===== config.mk =====
export PLATFORM = sky130hd
export DESIGN_NAME = sequencer_trigger_burst
export DESIGN_NICKNAME = d
export VERILOG_FILES = /design/src/rtl/sequencer_trigger_burst.sv
export SDC_FILE = /design/constraint.sdc
export NUM_CORES = 1
export LEC_CHECK = 0
export ABC_AREA = 1
export CAP_MARGIN = 20
export CORE_UTILIZATION = 45
export DETAILED_ROUTE_END_ITERATION = 10
export PLACE_DENSITY = 0.68
export RECOVER_POWER = 25
export SLEW_MARGIN = 20
export SYNTH_ARGS = -nofsm -noshare
export SYNTH_HDL_FRONTEND = slang
export SYNTH_SLANG_ARGS = --single-unit

===== constraint.sdc =====
create_clock -name clk -period 3.9 [get_ports clk]
set_clock_uncertainty 0.1 [all_clocks]
set_input_delay 0.975 -clock clk [delete_from_list [all_inputs] [get_ports clk]]
set_output_delay 0.975 -clock clk [all_outputs]
set_load 0.02 [all_outputs]

===== src/rtl/sequencer_trigger_burst.sv =====
`default_nettype none
// ============================================================================
//  Module   : sequencer_trigger_burst
//  Purpose  : Upstream stage of the pixel test-structure sequencer. On a
//             start command it issues a burst of run_sequencer triggers. Each
//             trigger is handshaked against the sequencer ready flag, and a
//             programmable gap separates consecutive triggers.
//  Options  : SEQ_TRIG_EXT_GATE_EN - adds the ext_gate input (LEMO IN1),
//             synchronised by two flops. When set, a trigger also needs the
//             gate to be high. When not defined, the gate is treated as
//             always open.
//  Revision : 1.0 - initial release
// ============================================================================
module sequencer_trigger_burst #(
    parameter int CNT_W       = 16,
    parameter int GAP_W       = 16,
    parameter int ACK_TIMEOUT = 1023
) (
    input  logic             clk,
    input  logic             reset,
    input  logic             start,
    input  logic             abort,
    input  logic [CNT_W-1:0] burst_count,
    input  logic [GAP_W-1:0] gap,
    input  logic             seq_ready,
`ifdef SEQ_TRIG_EXT_GATE_EN
    input  logic             ext_gate,
`endif
    output logic             run_sequencer,
    output logic             busy,
    output logic             done,
    output logic [CNT_W-1:0] sent,
    output logic             timeout_err
);

    // Acknowledge watchdog: counts FIRE cycles in which seq_ready is still high
    localparam int               ACK_W    = $clog2(ACK_TIMEOUT + 1);
    localparam logic [ACK_W-1:0] ACK_LAST = ACK_W'(ACK_TIMEOUT - 1);
    localparam logic [CNT_W-1:0] SENT_MAX = {CNT_W{1'b1}};

    typedef enum logic [2:0] {
        S_IDLE       = 3'd0,
        S_WAIT_READY = 3'd1,
        S_FIRE       = 3'd2,
        S_WAIT_DONE  = 3'd3,
        S_GAP        = 3'd4,
        S_DONE       = 3'd5
    } state_t;

    state_t           state_q, state_d;
    logic [CNT_W-1:0] count_q, count_d;        // latched burst length
    logic [GAP_W-1:0] gap_q, gap_d;            // latched inter-trigger gap
    logic [GAP_W-1:0] gap_cnt_q, gap_cnt_d;    // remaining GAP cycles
    logic [ACK_W-1:0] ack_cnt_q, ack_cnt_d;    // FIRE cycles without acknowledge
    logic             abort_pend_q, abort_pend_d;
    logic             run_q, run_d;
    logic             busy_q, busy_d;
    logic             done_q, done_d;
    logic [CNT_W-1:0] sent_q, sent_d;
    logic             terr_q, terr_d;

    logic [CNT_W-1:0] sent_inc;
    logic             gate_ok;

`ifdef SEQ_TRIG_EXT_GATE_EN
    logic [1:0] gate_sync_q;

    // Two-flop synchroniser that brings the LEMO gate into the clk domain
    always_ff @(posedge clk or posedge reset) begin
        if (reset) begin
            gate_sync_q <= 2'b00;
        end else begin
            gate_sync_q <= {gate_sync_q[0], ext_gate};
        end
    end

    assign gate_ok = gate_sync_q[1];
`else
    assign gate_ok = 1'b1;
`endif

    // Saturating increment. The counter never wraps back to zero.
    assign sent_inc = (sent_q == SENT_MAX) ? sent_q : sent_q + 1'b1;

    // Next-state logic, and next values for every registered output
    always_comb begin
        state_d      = state_q;
        count_d      = count_q;
        gap_d        = gap_q;
        gap_cnt_d    = gap_cnt_q;
        ack_cnt_d    = ack_cnt_q;
        abort_pend_d = abort_pend_q;
        sent_d       = sent_q;
        terr_d       = terr_q;
        done_d       = 1'b0;

        case (state_q)
            S_IDLE: begin
                // An abort in IDLE, or one that arrives together with start, is dropped
                abort_pend_d = 1'b0;
                if (start) begin
                    sent_d = '0;
                    terr_d = 1'b0;
                    if (burst_count != '0) begin
                        count_d = burst_count;
                        gap_d   = gap;
                        state_d = S_WAIT_READY;
                    end else begin
                        // An empty burst completes at once and issues no trigger
                        done_d = 1'b1;
                    end
                end
            end

            S_WAIT_READY: begin
                if (abort) begin
                    state_d = S_DONE;
                end else if (seq_ready && gate_ok) begin
                    ack_cnt_d = '0;
                    state_d   = S_FIRE;
                end
            end

            S_FIRE: begin
                // A sequencer run is never cut short, so the abort is kept for later
                if (abort) begin
                    abort_pend_d = 1'b1;
                end
                if (!seq_ready) begin
                    sent_d  = sent_inc;
                    state_d = S_WAIT_DONE;
                end else if (ack_cnt_q == ACK_LAST) begin
                    terr_d  = 1'b1;
                    state_d = S_DONE;
                end else begin
                    ack_cnt_d = ack_cnt_q + 1'b1;
                end
            end

            S_WAIT_DONE: begin
                if (abort) begin
                    abort_pend_d = 1'b1;
                end
                if (seq_ready) begin
                    if ((sent_q == count_q) || abort_pend_q || abort) begin
                        state_d = S_DONE;
                    end else if (gap_q == '0) begin
                        ack_cnt_d = '0;
                        state_d   = S_FIRE;
                    end else begin
                        gap_cnt_d = gap_q - 1'b1;
                        state_d   = S_GAP;
                    end
                end
            end

            S_GAP: begin
                if (abort) begin
                    state_d = S_DONE;
                end else if (gap_cnt_q == '0) begin
                    state_d = S_WAIT_READY;
                end else begin
                    gap_cnt_d = gap_cnt_q - 1'b1;
                end
            end

            S_DONE: begin
                abort_pend_d = 1'b0;
                state_d      = S_IDLE;
            end

            default: begin
                state_d = S_IDLE;
            end
        endcase

        // The outputs are decoded from the next state so that they are registered
        // and line up with the state register
        if (state_d == S_DONE) begin
            done_d = 1'b1;
        end
        run_d  = (state_d == S_FIRE);
        busy_d = (state_d != S_IDLE);
    end

    // State register, burst context and registered outputs
    always_ff @(posedge clk or posedge reset) begin
        if (reset) begin
            state_q      <= S_IDLE;
            count_q      <= '0;
            gap_q        <= '0;
            gap_cnt_q    <= '0;
            ack_cnt_q    <= '0;
            abort_pend_q <= 1'b0;
            run_q        <= 1'b0;
            busy_q       <= 1'b0;
            done_q       <= 1'b0;
            sent_q       <= '0;
            terr_q       <= 1'b0;
        end else begin
            state_q      <= state_d;
            count_q      <= count_d;
            gap_q        <= gap_d;
            gap_cnt_q    <= gap_cnt_d;
            ack_cnt_q    <= ack_cnt_d;
            abort_pend_q <= abort_pend_d;
            run_q        <= run_d;
            busy_q       <= busy_d;
            done_q       <= done_d;
            sent_q       <= sent_d;
            terr_q       <= terr_d;
        end
    end

    assign run_sequencer = run_q;
    assign busy          = busy_q;
    assign done          = done_q;
    assign sent          = sent_q;
    assign timeout_err   = terr_q;

endmodule
`default_nettype wire


==> out/qor.yml, run 1 <==
ios: 57
synthSimpleGateAreaFrac_pct: 33.8
num_rows: 37
start_kind: "primary input"
syn_nets: 741
setup_tns_ps: 0
ys_seq_area_share_pct: 41.9
clk_pin_slew_ps: 80
ctsHoldBuffers: 0
rr_startpoint: "state_q[2]"
worst_pin_slew_ps: 1770
fmax_mhz: 348
yosysMostFrequentCell: "nand2_1"
cts_buffers: 9
routabilityCongestion: 0.844
violations: "max-capacitance violations, max-slew violations"
synth_warnings: 0
core_um2: 10400
cp-end-kind: "flip-flop"
viasPerCell: 5.11
syn_to_final_growth_pct: 18.7
synthTopCellsByCount: "nand2_1, nor2_1, dfrtp_1, inv_1, nand3_1"
die_width_um: 106
async_flop_share_pct: 100
p_int_mw: 2.12
leakagePower_nw: 2.72
finish.net_count: 796
synth_top_area_share_pct: 41.9
antenna_cells: 0
hold_start: "gap_cnt_q[13]"
die_h_um: 106
max_slew_margin_pct: -18.3
crit_chain: "dlygate4sd3_1 > inv_1 > nor2_1 > nor4_1 > nand2_1 > nor2_1 > nand3_1 > o21ai_0"
ff_latch_area_um2: 2050
cp_slowest_stage_delay_ps: 600
yosys-top-cells-area: "dfrtp_1, nand2_1, nor2_1"
yosysUniqueCellTypes: 39
p_clk_share_pct: 19.5
clock_sinks: 82
postCtsSetupRepairBufs: 0
grt_antenna_before_repair: 0
cts-root-buf: "clkbuf_8"
syn_inst: 700
critPathSlowestCell: "dlygate4sd3_1"
synth_enable_flop_cells: 0
drt_pass1_iterations: 5
ant_nets: 0
period_needed_ps: 2870
muxShareOfSynthArea_pct: 1.15
avgRoutedWirePerCell_um: 12.8
grt_pass1_wl_um: 19800
synth_top_cell_by_area: "dfrtp_1"
fin_util_pct: 55.8
drc_errors: 0
syn_area_per_cell_um2: 6.99
clk_latency_ps: 360
cpMostUsedCell: "nor2_1"
cts_tree: "done"
power_frac_comb_pct: 44.0
finalHoldViolations: 0
min_to: "gap_cnt_q[13]"
status: "complete, but fails checks"
final_layout_size_suffix_gt1_share_pct: 7.78
p_switching_mw: 1.55
io_buffers: 56
start_util_pct: 47.0
ys_seq_elements: 82
swShare_pct: 42.2
slew_violations: 39
routed_wl_um: 11500
rrSetupSlack_ps: 1160
overflow: 0
synthAdderAreaFrac_pct: 1.02
drt_iter0_drc: 205
synth-compound-area-share_pct: 10.8
rsz0062_at_grt: "no"
ys.flop_type: "dfrtp_1"
synth_xor_area_share_pct: 2.51
synth_top_family_by_area: "simple AND/OR/NAND/NOR gates"
cpLargestDelayFamily: "simple AND/OR/NAND/NOR gates"
hpwl_um: 8640
min_path_type: "reg2reg"
crit_fanout: 20
fillCellCount: 976
cp.arrival_ps: 3020
cts_htree_levels: 3
post-route-period-util_pct: 73.6
vdd_ir_drop_max_v: 0.000386
die_area_um2: 11300
worstReg2RegEnd: "ack_cnt_q[1]"
grt_max_degree: 45
rr_worst_depth: 9
crit_required_ps: 4050
via_count: 4567
power_frac_seq_pct: 36.5
syn-cell-area_um2: 4890
setup_viol: 0
crit_buf_inv: 2
max-clock-path-buffers: 2
grtUsageTotal_pct: 22.1
holdPathStages: 2
first_global_vias: 4324
multi_input_area_um2: 2420
max-cap-violations: 1
path_class: "in2reg"
p_per_area_nw_per_um2: 631
cts_resized: 0
kinds of logic (layout without fill, tap and decap cells):
family	after synthesis	after routing
AOI/OAI and AO/OA	92	92
xor gates and xnor gates	14	14
adders and majority gates	4	4
buffers and inverters	106	164
DFF	82	82
muxes	5	5
and+or+nand+nor	397	397
routing by layer:
metal	part of all wire, %	GRT usage (%)	wire, um	vias up
met5	0	0	0	-
met4	1.1	6.05	129	0
met3	4.6	4.17	525	8
met2	49	38.5	5680	113
met1	45	27.9	5140	2127
li1	-	-	-	2319
power by group through the flow:
stage               registers [mW]  clock network [mW]  logic [mW]
CTS                           1.34               0.736        1.62
finish                        1.34               0.717        1.61
global route                  1.38               0.763        1.85
global placement              1.34                   0        1.57
floorplan                     1.33                   0        1.24
detailed placement            1.35                   0        1.60
through the flow:
| step | instances | hold WS (ps) | power [mW] | instance area, um^2 | setup WS (ps) |
|---|---|---|---|---|---|
| floorplan | 700 | 349 | 2.57 | 4890 | 717 |
| global placement | 880 | 369 | 2.91 | 5590 | 857 |
| detailed placement | 880 | 373 | 2.96 | 5590 | 788 |
| CTS | 894 | 393 | 3.69 | 5810 | 1120 |
| global route | 894 | 411 | 3.99 | 5810 | 807 |
| finish | 894 | 390 | 3.67 | 5810 | 1030 |
cells in the final DEF, fill, tap and decap left out, drive strengths merged, types with 2 or more instances in the layout:
master | Yosys | layout
nor2 | 105 | 105
clkdlybuf4s50 | 0 | 54
or2 | 6 | 6
a21oi | 30 | 30
clkbuf | 5 | 11
bufinv | 0 | 3
o21ai | 47 | 47
nand4 | 6 | 6
nand3 | 41 | 41
nor3 | 15 | 15
mux2 | 5 | 5
xor2 | 12 | 12
inv | 87 | 86
dfrtp | 82 | 82
nand3b | 4 | 4
nand2 | 218 | 218
xnor2 | 2 | 2
buf | 13 | 6
dlygate4sd3 | 0 | 2
o31ai | 7 | 7
o22ai | 2 | 2
ha | 4 | 4
how the worst max path moves through the flow:
stage / start / to / slack [ps] / cells past startpoint
final: abort / ack_cnt_q[1] / 1030 / 8
after global routing: abort / ack_cnt_q[1] / 810 / 8
after CTS: state_q[2] / ack_cnt_q[1] / 1120 / 9
after detailed placement: abort / ack_cnt_q[1] / 790 / 8
after global placement: burst_count[1] / count_q[5] / 860 / 10
after floorplan: reset / abort_pend_q / 720 / 1
layout make-up:
cell class | instances | share of cell area, %
Clock buffer | 11 | 2.26
Clock inverter | 3 | 1.55
Inverter | 88 | 5.71
Multi-Input combinational cell | 512 | 41.6
Sequential cell | 82 | 35.3
Tap cell | 136 | 2.93
Timing Repair Buffer | 62 | 10.6
registers in the layout, indices dropped and copies added, names as in the netlist:
name,count
count_q,16
gap_cnt_q,16
gap_q,16
sent,16
ack_cnt_q,10
state_q,3
abort_pend_q,1
busy,1
done,1
run_sequencer,1
timeout_err,1
worst min-delay path, cell delays in order (launching register included):
cell,delay (ps)
dfrtp_1,350
nand2_1,60
nand2_1,50
No activity file was read; power rests on OpenSTA's default activity.
==> run 2: changes to the inputs <==
--- a/config.mk
+++ b/config.mk
@@ -9,7 +9,7 @@
 export CAP_MARGIN = 20
 export CORE_UTILIZATION = 45
 export DETAILED_ROUTE_END_ITERATION = 10
-export PLACE_DENSITY = 0.68
+export PLACE_DENSITY = 0.71
 export RECOVER_POWER = 25
 export SLEW_MARGIN = 20
 export SYNTH_ARGS = -nofsm -noshare
==> constraint.sdc (replaced) <==
create_clock -name clk -period 2.4 [get_ports clk]
set_clock_uncertainty 0.1 [all_clocks]
set_input_delay 0.6 -clock clk [delete_from_list [all_inputs] [get_ports clk]]
set_output_delay 0.6 -clock clk [all_outputs]
set_load 0.02 [all_outputs]
==> out/qor.yml, run 2 (synthesis gave the netlist of run 1 again) <==
routabilityCongestion: 0.892  # +5.6%
cp.arrival_ps: 1530  # -1490 ps
viasPerCell: 5.02  # -1.7%
layout_common_cells: "nand2_1, nor2_1, dfrtp_1"
grt_antenna_before_repair: 0  # unchanged
max_slew_margin_pct: 52.4  # +71 points
slew_violations: 0  # -100%
die_h_um: 106  # unchanged
first_global_vias: 4481  # +3.6%
power_frac_comb_pct: 46.9  # +2.9 points
period_needed_ps: 2230
overflow: 0  # unchanged
cts_htree_levels: 3  # unchanged
postPlaceCellArea_um2: 5790  # +3.6%
core_um2: 10400  # unchanged
rsz0062_at_grt: "no"
ff_latch_area_um2: 2050  # unchanged
drt_pass1_iterations: 4  # -1
syn_to_final_growth_pct: 21.9
final_layout_size_suffix_gt1_share_pct: 10.3  # +2.5 points
fillCellCount: 999  # +2.4%
place_ws_ps: -18.0  # -806 ps
critPathSlowestCell: "clkdlybuf4s50_1"
multi_input_area_um2: 2420  # +0.10%
fin_ws_ps: 171  # -859 ps
cp-end-kind: "output pin"
leakagePower_nw: 2.82  # +3.6%
power_frac_seq_pct: 35.9  # -0.6 points
start_util_pct: 47.0  # unchanged
hpwl_um: 9290  # +7.5%
fmax_mhz: 449
status: "finished clean"
cts_buffers: 9  # unchanged
finalHoldViolations: 0  # unchanged
drt_iter0_drc: 161  # -21%
postCtsSetupRepairBufs: 0  # unchanged
max-cap-violations: 0  # -1
crit_fanout: 7  # -65%
grtUsageTotal_pct: 23.4  # +1.3 points
p_per_area_nw_per_um2: 1020  # +62%
cp_slowest_stage_delay_ps: 670  # +70 ps
final_common_cell: "nand2_1"
finalInstanceArea_um2: 5970  # +2.7%
setup_viol: 0  # unchanged
clk_pin_slew_ps: 80  # about the same
ant_nets: 0  # unchanged
swShare_pct: 42.5  # +0.34 points
clk_latency_ps: 360  # about the same
crit_buf_inv: 1  # -1
p_int_mw: 3.51  # +65%
cts_tree: "done"
start_kind: "flip-flop"
p_clk_share_pct: 17.2  # -2.3 points
via_count: 4584  # +0.37%
ios: 57  # unchanged
post-route-period-util_pct: 92.9
die_area_um2: 11300  # unchanged
clock_sinks: 82  # unchanged
cpLargestDelayFamily: "buffers and inverters"
vdd_ir_drop_max_v: 0.000624  # +61%
die_width_um: 106  # unchanged
routed_wl_um: 12100  # +5.4%
finish.net_count: 814  # +2.3%
crit_chain: "clkdlybuf4s50_1"
max-clock-path-buffers: 2  # unchanged
grt_pass1_wl_um: 20700  # +4.7%
num_rows: 37  # unchanged
min_path_type: "reg2reg"
antenna_cells: 0  # unchanged
p_switching_mw: 2.59  # +68%
path_class: "reg2out"
avgRoutedWirePerCell_um: 13.2  # +3.2%
cts-root-buf: "clkbuf_8"
crit_required_ps: 1700  # -2350 ps
drc_errors: 0  # unchanged
worst_pin_slew_ps: 710  # -1060 ps
grt_max_degree: 43  # -4.4%
io_buffers: 56  # unchanged
## run 2: cell count changes in the layout (fill, tap and decap cells not counted), sizes merged
cell,change
clkbuf,+4
bufinv,-2
clkdlybuf4s50,+1
clkinv,+1
dlygate4sd3,-1
buf,+16
## run 2: area by class of cell
class                   instances  area share, %
inverters                      88           5.56
well taps                     136           2.85
multi-input cells             512           40.6
repair buffers                 80           13.2
clock buffers                  13           2.83
clock inverters                 2          0.587
flip-flops and latches         82           34.4
## run 2: per-layer routing
metal | up-vias | global-route usage [%] | routed length [um]
met4 | 0 | 8.13 | 288
met1 | 2102 | 29.7 | 5470
met5 | - | 0 | 0
li1 | 2356 | - | -
met3 | 23 | 4.23 | 511
met2 | 103 | 39.7 | 5820
## run 2: power by group through the flow
stage | Clock [mW] | Combinational (mW) | Sequential (mW)
final | 1.05 | 2.86 | 2.19
after floorplan | 0 | 2.02 | 2.16
after global placement | 0 | 2.79 | 2.19
after detailed placement | 0 | 2.85 | 2.21
after CTS | 1.08 | 2.86 | 2.18
after global routing | 1.13 | 3.24 | 2.24
## run 2: worst reg2reg max path: stages, from the launching register on
cell	delay (ps)
dfrtp_1	460
nor2_4	180
nand2_4	100
o21ai_2	190
ha_1	240
nand2_1	100
nor2_1	170
nand2_1	150
clkinv_1	90
nand2_1	50
nand2_1	50
nand2_1	50
nand2_1	60
nand2_1	50
## run 2: worst paths after layout
| check | from | end | slack, ps | cells after the start |
|---|---|---|---|---|
| max | sent[10] | sent[10] | 170 | 1 |
| min | gap_cnt_q[13] | gap_cnt_q[13] | 390 | 2 |
| max reg2reg | state_q[1] | gap_cnt_q[10] | 260 | 13 |
| min reg2reg | gap_cnt_q[13] | gap_cnt_q[13] | 390 | 2 |
| max in group asynchronous | reset | count_q[14] | 490 | 3 |
| min in group asynchronous | reset | gap_q[2] | 670 | 2 |
## run 2: what timing repair did
action | 4_1_cts | 5_1_grt
gates resized for setup | 0 | 1
hold buffers | 0 | 0
endpoints found under the setup margin | 0 | 2
## run 2: metrics by stage
stage	hold WS [ps]	TNS, ps	utilization, %	std cells	power, mW
6_report	388	0	57.3	913	6.10
5_1_grt	429	0	57.3	913	6.62
4_1_cts	388	0	57.5	913	6.13
3_5_place_dp	367	-18.0	55.6	898	5.06
3_3_place_gp	369	0	55.6	898	4.98
2_1_floorplan	349	0	-	700	4.18
